**src/rtl/rr_arbiter8.sv**
```systemverilog
// Eight-requester round-robin arbiter with an optional per-owner hold limit.
// The one-hot grant, winner index and valid flag are all registered outputs.
module rr_arbiter8 #(
  parameter int unsigned MAX_HOLD = 16,
  parameter int unsigned CNT_W    = 8
) (
  input  logic       clk,
  input  logic       rst,
  input  logic       en,
  input  logic [7:0] req,
  output logic [7:0] grant,
  output logic [2:0] grant_idx,
  output logic       grant_valid
);

  typedef enum logic {IDLE, GRANT} state_e;

  localparam bit               UNLIMITED = (MAX_HOLD == 0);
  localparam logic [CNT_W-1:0] HOLD_LAST = CNT_W'(UNLIMITED ? 0 : MAX_HOLD - 1);

  state_e           state_q, state_d;
  logic [2:0]       last_q, last_d;
  logic [2:0]       idx_q, idx_d;
  logic             valid_q, valid_d;
  logic [CNT_W-1:0] hold_cnt_q, hold_cnt_d;
  logic [7:0]       grant_q, grant_d;

  logic [7:0] owner_mask;
  logic [3:0] win, win_x;
  logic       take;
  logic [2:0] take_idx;

  // Returns {found, index}; scans ptr+1 .. ptr+8 so the pointer slot is tried last.
  function automatic logic [3:0] rr_search(input logic [7:0] mask, input logic [2:0] ptr);
    logic [3:0] res;
    logic [2:0] pos;
    res = '0;
    for (int k = 8; k >= 1; k--) begin
      pos = ptr + 3'(k);
      if (mask[pos]) res = {1'b1, pos};
    end
    return res;
  endfunction

  assign owner_mask = 8'b1 << idx_q;
  assign win        = rr_search(req, last_q);
  assign win_x      = rr_search(req & ~owner_mask, last_q);

  always_comb begin
    // NOTE: every variable gets a default here so no path leaves it unassigned (no latches).
    state_d    = state_q;
    last_d     = last_q;
    idx_d      = idx_q;
    valid_d    = valid_q;
    hold_cnt_d = hold_cnt_q;
    take       = 1'b0;
    take_idx   = win[2:0];

    unique case (state_q)
      IDLE: begin
        if (en && win[3]) take = 1'b1;
      end
      GRANT: begin
        if (!req[idx_q]) begin
          if (en && win[3]) begin
            take = 1'b1;
          end else begin
            state_d    = IDLE;
            valid_d    = 1'b0;
            hold_cnt_d = '0;
          end
        end else if (!UNLIMITED && hold_cnt_q == HOLD_LAST) begin
          if (!en) begin
            state_d    = IDLE;
            valid_d    = 1'b0;
            hold_cnt_d = '0;
          end else if (win_x[3]) begin
            take     = 1'b1;
            take_idx = win_x[2:0];
          end else begin
            hold_cnt_d = '0;  // sole requester keeps the grant, window restarts
          end
        end else if (hold_cnt_q != '1) begin
          hold_cnt_d = hold_cnt_q + 1'b1;
        end
      end
      default: state_d = IDLE;
    endcase

    if (take) begin
      state_d    = GRANT;
      idx_d      = take_idx;
      last_d     = take_idx;
      valid_d    = 1'b1;
      hold_cnt_d = '0;
    end

    grant_d = valid_d ? (8'b1 << idx_d) : 8'h00;
  end

  // NOTE: sequential state uses non-blocking assignments so all flops update together.
  always_ff @(posedge clk or posedge rst) begin
    if (rst) begin
      state_q    <= IDLE;
      last_q     <= 3'd7;
      idx_q      <= 3'd0;
      valid_q    <= 1'b0;
      hold_cnt_q <= '0;
      grant_q    <= 8'h00;
    end else begin
      state_q    <= state_d;
      last_q     <= last_d;
      idx_q      <= idx_d;
      valid_q    <= valid_d;
      hold_cnt_q <= hold_cnt_d;
      grant_q    <= grant_d;
    end
  end

  assign grant       = grant_q;
  assign grant_idx   = idx_q;
  assign grant_valid = valid_q;

endmodule

```
**config.mk**
```make
export PLATFORM = sky130hd
export DESIGN_NAME = rr_arbiter8
export DESIGN_NICKNAME = d
export VERILOG_FILES = /design/src/rtl/rr_arbiter8.sv
export SDC_FILE = /design/constraint.sdc
export NUM_CORES = 1
export LEC_CHECK = 0
export BUFFER_PORTS_ARGS = -buffer_cell sky130_fd_sc_hd__buf_2
export CORE_MARGIN = 3
export CORE_UTILIZATION = 52
export DETAILED_ROUTE_END_ITERATION = 12
export PLACE_DENSITY = 0.7
export SKIP_LAST_GASP = 1
export SYNTH_ARGS = -nofsm -noshare
export SYNTH_HDL_FRONTEND = slang
export SYNTH_SLANG_ARGS = --single-unit
```
**constraint.sdc**
```tcl
create_clock -name clk -period 9.7 [get_ports clk]
set_input_delay 0.485 -clock clk [delete_from_list [all_inputs] [get_ports clk]]
set_output_delay 0.485 -clock clk [all_outputs]
set_load 0.01 [all_outputs]
```
==> impl_results.md, run 1 <==
* Status: finished, final reports clean
* Crit-path leading delay family: compound AO/OA/AOI/OAI gates
* Area of the mapped netlist at 3184 sq um
* Crit-path max FO at 42
* First drt pass iteration count at 5
* R2R Path Start: last_q[0]
* Largest net degree at the start of global routing at 43
* Syn Nets at ~380
* IO Count at 23
* Upper clock frequency limit at approximately 200 MHz
* Crit path DAT at 5040 ps
* Fraction of layout instances using a drive strength above 1 at between 10% and 20%
* Antenna cells at 0
* Clock network latency to the later pin of the worst-skew pair at 260 ps
* Hold_buf cts at 0
* Setup CP Type: reg -> reg
* WP data required at 9810 ps
* Post-Synthesis Cells at 363
* Synth area leaders: dfrtp_1 (17%), mux4_2 (7.8%), nand2_1 (4.7%)
* Unrepaired setup endpoints after global routing: no
* Seq. cell area at 604.3 sq um
* Detailed Route WL at 8748 um
* Crit path max-delay cell type: ha_1
* TNS Setup at 0 ps
* Synth Area in Adders at 1.179%
* Compound-gate portion of the synthesized area at 32.18%
* # Max-Cap Violations at 0
* Vias in the first global route at between 2,000 and 3,000
* Synth top area share at 16.50%
* Post-CTS resize count at 0
* Sequential share of the synthesized area at between 10% and 20%
* Via count at about 3,100
* Max_slew headroom at between 30% and 40%
* Yosys reg bits at 24
* Fill cells at 502
* Fin. Hold Viols at 0
* Asr flop ratio synth at 100.0%
* Critical path capture point type: flip-flop
* Routability cong. at between 0.9 and 1
* Die H at 84.26 um
* Gr ovfl total at 0
* Hpwl dp at 6357 um
* Main flop type after synthesis: dfrtp_1
* Post-synthesis mux area share at 16.11%
* Worst hold path type: in -> async
* Cell Chain, Critical Path: inv_1 > ha_1 > mux4_2 > mux2i_1 > o211ai_1 > a31o_1 > and3_1 > a221oi_1 > a211oi_1
* Initial DRC count at ~400
* Synth area leader: dfrtp_1
* Num CTS Buffers at 3
* Area of the multi-input gates at between 2000 and 2500 sq um
* Crit path launch: last_q[0]
* Endpoints failing setup at 0
* XOR/XNOR Fraction of Synth Area at approximately 2.1%
* Clk slew on worst S/H paths at 80 ps
* Synth cell count leaders: nand2_1 (40), nor2_1 (23), dfrtp_1 (21)
* Max-slew violations at 0
* Detail Route Antenna Nets at 0
* Max incr delay on CP at 1060 ps
* Post-CTS Setup Bufs at 0
* Startpoint types: flip-flop
* FP Rows at 27
* I/O Buffers at 22
* Synth Area in Simple Gates at 22.24%
* Starting Density at 55.77%
* Longest Clk Path Bufs at 2
* Synth Area per Inst at 8.772 sq um
* Synth warn at 0
* Total track usage at about 25%
* EDFF count, synth at 0
* Core area at 5709 sq um
* Fin crit period at 4936 ps
* Largest family of logic cells by synthesized area: compound AO/OA/AOI/OAI gates
* TritonCTS clock tree: built
* Root Buffer: clkbuf_8
* Area delta synth->final at 2.711%
* Clock Sinks at 24
* Buf+Inv Stages, Crit Path at 1
* Synth cell types at 82
* Cell with the most instances after synthesis: nand2_1
* H-tree Lvls at 1
* Avg WL per Cell at 20.25 um
* Initial antenna violation count at 0
* Final net count at 375
* Floorplan die width at 84.26 um
* Drc violations at 0
* Tcrit/Tclk final at between 50% and 60%
* Vias per cell at 7.162
* Final Skew at 5.982 ps
* Die ar. at 7099 sq um
* First-pass GRT wire length at 14,560 um
* Worst-Margin Slew at roughly 1000 ps
[cell families (layout without fill, tap and decap cells)]
group | count (synthesis) | count (layout)
muxes | 29 | 29
AOI/OAI and AO/OA | 131 | 131
buffers and inverters | 41 | 38
xor gates and xnor gates | 5 | 5
adders and majority gates | 3 | 3
and+or+nand+nor | 130 | 130
DFF | 24 | 24
[final cells by class]
type	count	share of cell area (%)
repair buffers	22	3.366
flip-flops and latches	24	18.48
clock inverters	1	0.9181
inverters	12	1.377
multi-input cells	298	71.84
well taps	72	2.754
clock buffers	3	1.262
[sequential cells by signal, indices dropped and copies added, names as in the netlist]
register	count
grant_idx	3
state_q	1
last_q	3
hold_cnt_q	8
grant	8
grant_valid	1
[final timing paths]
check,to,cells past startpoint,slack (ps)
max,grant[3],9,4760
min,grant_valid,2,390
max reg2reg,grant[3],9,4760
min reg2reg,state_q,1,520
max in group asynchronous,grant_idx[2],2,8780
min in group clk,state_q,1,520
[per-layer routing]
metal  global-route usage (%)  share of wire (%)  vias up  wire length (um)
met5                        0                  0        -                 0
met4                    7.749                2.5        0               217
met3                    2.453                8.3       21               726
met2                    37.59                 44      167              3864
met1                    36.49                 45     1475              3940
li1                         -                  -     1431                 -
[cell usage in the layout, fill, tap and decap left out, drive strengths merged, types with 8 or more instances in the layout]
cell and instances:
o22a 9, nand2 40, inv 11, nor3 13, nand2b 10, nor2 25
buf 22, dfrtp 21, nand3 8, o21ai 19, a21oi 15, mux2i 11
mux4 15, o22ai 10
[through the flow]
stage	instances	cell area, sq um	utilization (%)	hold WS, ps	worst slack [ps]
6_report	432	3271	57.29	391.2	4764
3_5_place_dp	428	3199	56.04	502.2	4874
5_1_grt	432	3271	57.29	461.1	4391
3_3_place_gp	428	3199	56.04	505.4	4911
4_1_cts	432	3271	57.29	422.4	4850
2_1_floorplan	363	3184	-	472.7	5834
[worst register-to-register path, stage by stage, from the launching register on]
cell,delay [ps]
dfstp_2,1010
inv_1,340
ha_1,1060
mux4_2,660
mux2i_1,330
o211ai_1,140
a31o_1,260
and3_1,220
a221oi_1,570
a211oi_1,190
Power of run 1 is left out: the tool's default activity adds up to more than one toggle a clock period on the data nets, which glitch-free logic cannot reach.
==> run 2: changes to the inputs <==
- PLACE_DENSITY: 0.7 -> 0.73
- clock period: 9.7 -> 4.3 ns (I/O delays scaled with it)
==> run 2 against run 1 <==
  * First-iteration DRC count fell by 16%
  * Core utilization rose by 0.50 points
  * Sequential cell count is the same
  * Sequential share of layout area down 0.16 points
  * Final area is 0.88% higher
  * Clock skew is 1.0 ps lower
  * Clock-buffer cell count rose by 1
  * Register-to-register slack got worse by 4400 ps
  * Critical endpoint is now grant[2]
  * Highest routed layer unchanged
==> impl_results.md, run 2 (synthesis gave the netlist of run 1 again) <==
* Detailed Route WL at 9358 um (+7.0%)
* Hold Slack at 117.7 ps (-273.5 ps)
* Fin crit period at 3954 ps (-981.6 ps)
* FP Rows at 27 (unchanged)
* Root Buffer: clkbuf_8
* Clk slew on worst S/H paths at 90 ps (about the same)
* Antenna cells at 0 (unchanged)
* Gr ovfl total at 0 (unchanged)
* Longest Clk Path Bufs at 2 (unchanged)
* Vias in the first global route at 3,127 (+11%)
* Worst hold path type: in -> async
* Crit-path max FO at 14 (-67%)
* Final Skew at 4.942 ps (-1.040 ps)
* Placed cells at 434 (+1.4%)
* Die ar. at 7099 sq um (unchanged)
* Fin util at 57.79% (+0.50 points)
* Endpoints failing setup at 0 (unchanged)
* Detail Route Antenna Nets at 0 (unchanged)
* Num CTS Buffers at 3 (unchanged)
* First drt pass iteration count at 5 (unchanged)
* Non-filler cells, final at 438 (+1.4%)
* Critical path capture point type: flip-flop
* Setup CP Type: reg -> reg
* Die H at 84.26 um (unchanged)
* TNS Setup at 0 ps (unchanged)
* Startpoint types: flip-flop
* # Max-Cap Violations at 0 (unchanged)
* H-tree Lvls at 1 (unchanged)
* Initial DRC count at 332 (-16%)
* Post-CTS resize count at 0 (unchanged)
* I/O Buffers at 22 (unchanged)
* Crit path max-delay cell type: o41ai_1
* TritonCTS clock tree: built
* Most frequent cells in the layout: nand2_1 (40), nor2_1 (23), buf_2 (22)
* Routability cong. at 1.013 (+6.7%)
* Via count at 3,183 (+2.9%)
* Avg WL per Cell at 21.37 um (+5.5%)
* Upper clock frequency limit at 252.9 MHz (+25%)
* Clock Sinks at 24 (unchanged)
* Fill cells at 508 (+1.2%)
* Drc violations at 0 (unchanged)
* Crit path DAT at 4130 ps (-910 ps)
* Commonest non-fill, non-tap cell in the layout: nand2_1
* Area delta synth->final at 3.615%
* Unrepaired setup endpoints after global routing: no
* Hpwl dp at 6776 um (+6.6%)
* Vias per cell at 7.267 (+1.5%)
* Core area at 5709 sq um (unchanged)
* Cell Chain, Critical Path: inv_1 > ha_1 > buf_4 > nor2_1 > a22oi_2 > o221ai_2 > o41ai_1 > nand2b_1 > a41o_4 > nor4b_2
* Post-CTS Setup Bufs at 0 (unchanged)
* Max-slew violations at 0 (unchanged)
* First-pass GRT wire length at 15,460 um (+6.2%)
* Tcrit/Tclk final at 91.96% (+41 points)
* Fin. Hold Viols at 0 (unchanged)
* Max_slew headroom at 40.96% (+8.2 points)
* Clock network latency to the later pin of the worst-skew pair at 270 ps (about the same)
* Status: finished, final reports clean
* Final net count at 381 (+1.6%)
* Initial antenna violation count at 0 (unchanged)
* Fraction of layout instances using a drive strength above 1 at 19.95% (+1.3 points)
* Area of the multi-input gates at 2350 sq um (unchanged)
* Floorplan die width at 84.26 um (unchanged)
* Starting Density at 55.77% (unchanged)
* Worst-Margin Slew at 884.7 ps (-124.5 ps)
* Seq. cell area at 604.3 sq um (unchanged)
* IO Count at 23 (unchanged)
* Hold_buf cts at 0 (unchanged)
* WP data required at 4470 ps (-5340 ps)
* Max incr delay on CP at 820 ps (-240 ps)
* Largest net degree at the start of global routing at 42 (-2.3%)
* Total track usage at 26.62% (+2.0 points)
run 2: cell types whose count changed in the layout (fill, tap and decap cells not counted), sizes merged:
cell	before	now
buf	22	28
clkbuf	3	4
bufinv	1	0
run 2: critical path, delay by kind of cell, from the launching register on:
family / cells / cell delay [ps]
AOI/OAI and AO/OA: 4 / 1650
adders and majority gates: 1 / 670
DFF: 1 / 530
buffers and inverters: 2 / 360
and+or+nand+nor: 3 / 650
run 2: path summary, 6_finish.rpt:
| check | startpoint | endpoint | slack (ps) | cells past startpoint |
|---|---|---|---|---|
| setup / recovery | last_q[0] | grant[2] | 350 | 10 |
| hold / removal | rst | hold_cnt_q[6] | 120 | 2 |
| setup reg to reg | last_q[0] | grant[2] | 350 | 10 |
| hold reg to reg | hold_cnt_q[3] | hold_cnt_q[3] | 520 | 1 |
| max in group asynchronous | rst | grant[2] | 3640 | 2 |
| min in group clk | en | hold_cnt_q[2] | 360 | 4 |
run 2: final cells by class:
class	instances	area share, %
Timing Repair Buffer	28	4.702
Clock buffer	4	1.669
Tap cell	72	2.730
Sequential cell	24	18.32
Multi-Input combinational cell	298	71.22
Inverter	12	1.365
run 2: per-stage QoR:
step	instance area (sq um)	setup slack [ps]
after floorplan	3184	433.7
after global placement	3244	553.3
after detailed placement	3244	431.5
after CTS	3299	429.5
after global routing	3299	117.8
final	3299	345.6
run 2: routing by layer:
| metal | wire (um) | global-route usage [%] |
|---|---|---|
| met3 | 745 | 2.748 |
| met4 | 272 | 12.57 |
| met1 | 4040 | 37.75 |
| met2 | 4299 | 40.67 |
| met5 | 0 | 0 |
Power of run 2 is left out for the same reason.
==> run 3: changes to the inputs <==
- CELL_PAD_IN_SITES_DETAIL_PLACEMENT: unset -> 1
- CELL_PAD_IN_SITES_GLOBAL_PLACEMENT: unset -> 1
- CORE_UTILIZATION: 52 -> 43
- PLACE_DENSITY: 0.73 -> 0.78
==> run 3 against run 2 <==
  * First-iteration DRC count decreased by 29%
  * Routed wire length increased by 10%
  * Fmax increased by 4.3%
  * Sequential cell count unchanged
  * Via count increased by 0.19%
  * Non-clock buffer count increased by 2
  * Sequential share of layout area decreased by 0.37 points
  * Highest routed layer unchanged
  * Clock-buffer cell count decreased by 1
  * Final area increased by 2.1%
  * Cell count increased by 5.9%
  * Hold slack got worse by 4.5 ps
==> impl_results.md, run 3 (synthesis gave the netlist of run 1 again) <==
* Status: finished, final reports clean
* Max_slew headroom at 41.31% (+0.36 points)
* Clock network latency to the later pin of the worst-skew pair at 270 ps (about the same)
* TNS Setup at 0 ps (unchanged)
* Core area at 6982 sq um (+22%)
* Clk slew on worst S/H paths at 90 ps (about the same)
* Most frequent cells in the layout: nand2_1 (40), nor2_1 (23), buf_2 (22)
* Die H at 92.06 um (+9.3%)
* Post-CTS Setup Bufs at 0 (unchanged)
* Root Buffer: clkbuf_8
* Via count at 3,189 (+0.19%)
* First-pass GRT wire length at 17,140 um (+11%)
* FP Rows at 30 (+11%)
* R2R Path Start: last_q[1]
* Fin util at 48.24% (-9.5 points)
* Worst-Margin Slew at 879.3 ps (-5.348 ps)
* Upper clock frequency limit at 263.8 MHz (+4.3%)
* Startpoint types: flip-flop
* Commonest non-fill, non-tap cell in the layout: nand2_1
* Cell Chain, Critical Path: inv_1 > ha_1 > buf_4 > mux4_2 > nand2_1 > o211ai_1 > a32oi_1 > a21oi_1 > o31ai_1 > o221ai_1 > nor4b_1
* Die ar. at 8474 sq um (+19%)
* WP data required at 4460 ps (about the same)
* Hold_buf cts at 0 (unchanged)
* Crit path max-delay cell type: ha_1
* Cell area after layout at 3368 sq um (+2.1%)
* Worst hold path type: in -> async
* First drt pass iteration count at 5 (unchanged)
* Floorplan die width at 92.06 um (+9.3%)
* Largest net degree at the start of global routing at 42 (unchanged)
* Final net count at 383 (+0.52%)
* Post-Place Cell Area at 3289 sq um (+1.4%)
* Setup CP Type: reg -> reg
* Crit-path max FO at 16 (+2)
* Drc violations at 0 (unchanged)
* Crit path launch: last_q[1]
* Area delta synth->final at 5.776%
* Crit path DAT at 3960 ps (-170 ps)
* Initial DRC count at 237 (-29%)
* TritonCTS clock tree: built
* Initial antenna violation count at 0 (unchanged)
* Buf+Inv Stages, Crit Path at 2 (unchanged)
* Hpwl dp at 7513 um (+11%)
* Starting Density at 45.61% (-10 points)
* Detailed Route WL at 10,310 um (+10%)
* Detail Route Antenna Nets at 0 (unchanged)
* IO Count at 23 (unchanged)
* Longest Clk Path Bufs at 2 (unchanged)
* Fin. Hold Viols at 0 (unchanged)
* Avg WL per Cell at 22.22 um (+4.0%)
* Endpoints failing setup at 0 (unchanged)
* Antenna cells at 0 (unchanged)
* Vias in the first global route at 3,227 (+3.2%)
* Final Skew at 5.179 ps (+0.2368 ps)
* Unrepaired setup endpoints after global routing: no
* I/O Buffers at 22 (unchanged)
* Gr ovfl total at 0 (unchanged)
* Vias per cell at 6.873 (-5.4%)
* Fin crit period at 3791 ps (-163.0 ps)
* Total track usage at 25.16% (-1.5 points)
* Max-slew violations at 0 (unchanged)
* H-tree Lvls at 1 (unchanged)
* Clock Sinks at 24 (unchanged)
* # Max-Cap Violations at 0 (unchanged)
* Crit-path leading delay family: compound AO/OA/AOI/OAI gates
* Fraction of layout instances using a drive strength above 1 at 20.65% (+0.71 points)
* Num CTS Buffers at 3 (unchanged)
* Tcrit/Tclk final at 88.17% (-3.8 points)
* Max incr delay on CP at 630 ps (-190 ps)
* Critical path capture point type: flip-flop
* Post-CTS resize count at 0 (unchanged)
* Routability cong. at 0.8871 (-12%)
## run 3: cell count changes in the layout (fill, tap and decap cells not counted), sizes merged
cell / delta
buf: +2
bufinv: +1
clkbuf: -1
## run 3: area by class of cell
class / instances / area, sq um
repair buffers: 30 / 170.2
well taps: 96 / 120.1
clock inverters: 1 / 30.03
multi-input cells: 298 / 2357
clock buffers: 3 / 41.29
inverters: 12 / 45.04
flip-flops and latches: 24 / 604.3
fillers: 862 / 3613
## run 3: through the flow
step / hold WS [ps] / setup WS (ps) / cells
finish: 113.2 / 508.6 / 464
global route: 186.5 / 249.5 / 464
CTS: 145.8 / 373.6 / 464
detailed placement: 451.0 / 391.7 / 460
global placement: 444.7 / 606.0 / 460
floorplan: 227.4 / 433.7 / 363
## run 3: final timing paths
| kind | slack (ps) | cells past startpoint | endpoint |
|---|---|---|---|
| worst max-delay path | 510 | 11 | grant[4] |
| worst min-delay path | 110 | 2 | state_q |
| worst max register to register | 510 | 11 | grant[4] |
| worst min register to register | 520 | 1 | hold_cnt_q[3] |
| max in group asynchronous | 3650 | 2 | hold_cnt_q[4] |
| min in group clk | 380 | 3 | state_q |
## run 3: layer usage
layer	GRT usage, %	routed length [um]	up-vias
met5	0	0	-
met4	10.02	354	0
met1	34.27	4628	1591
met3	2.953	521	26
li1	-	-	1451
met2	40.57	4805	121
Power of run 3 is left out for the same reason.
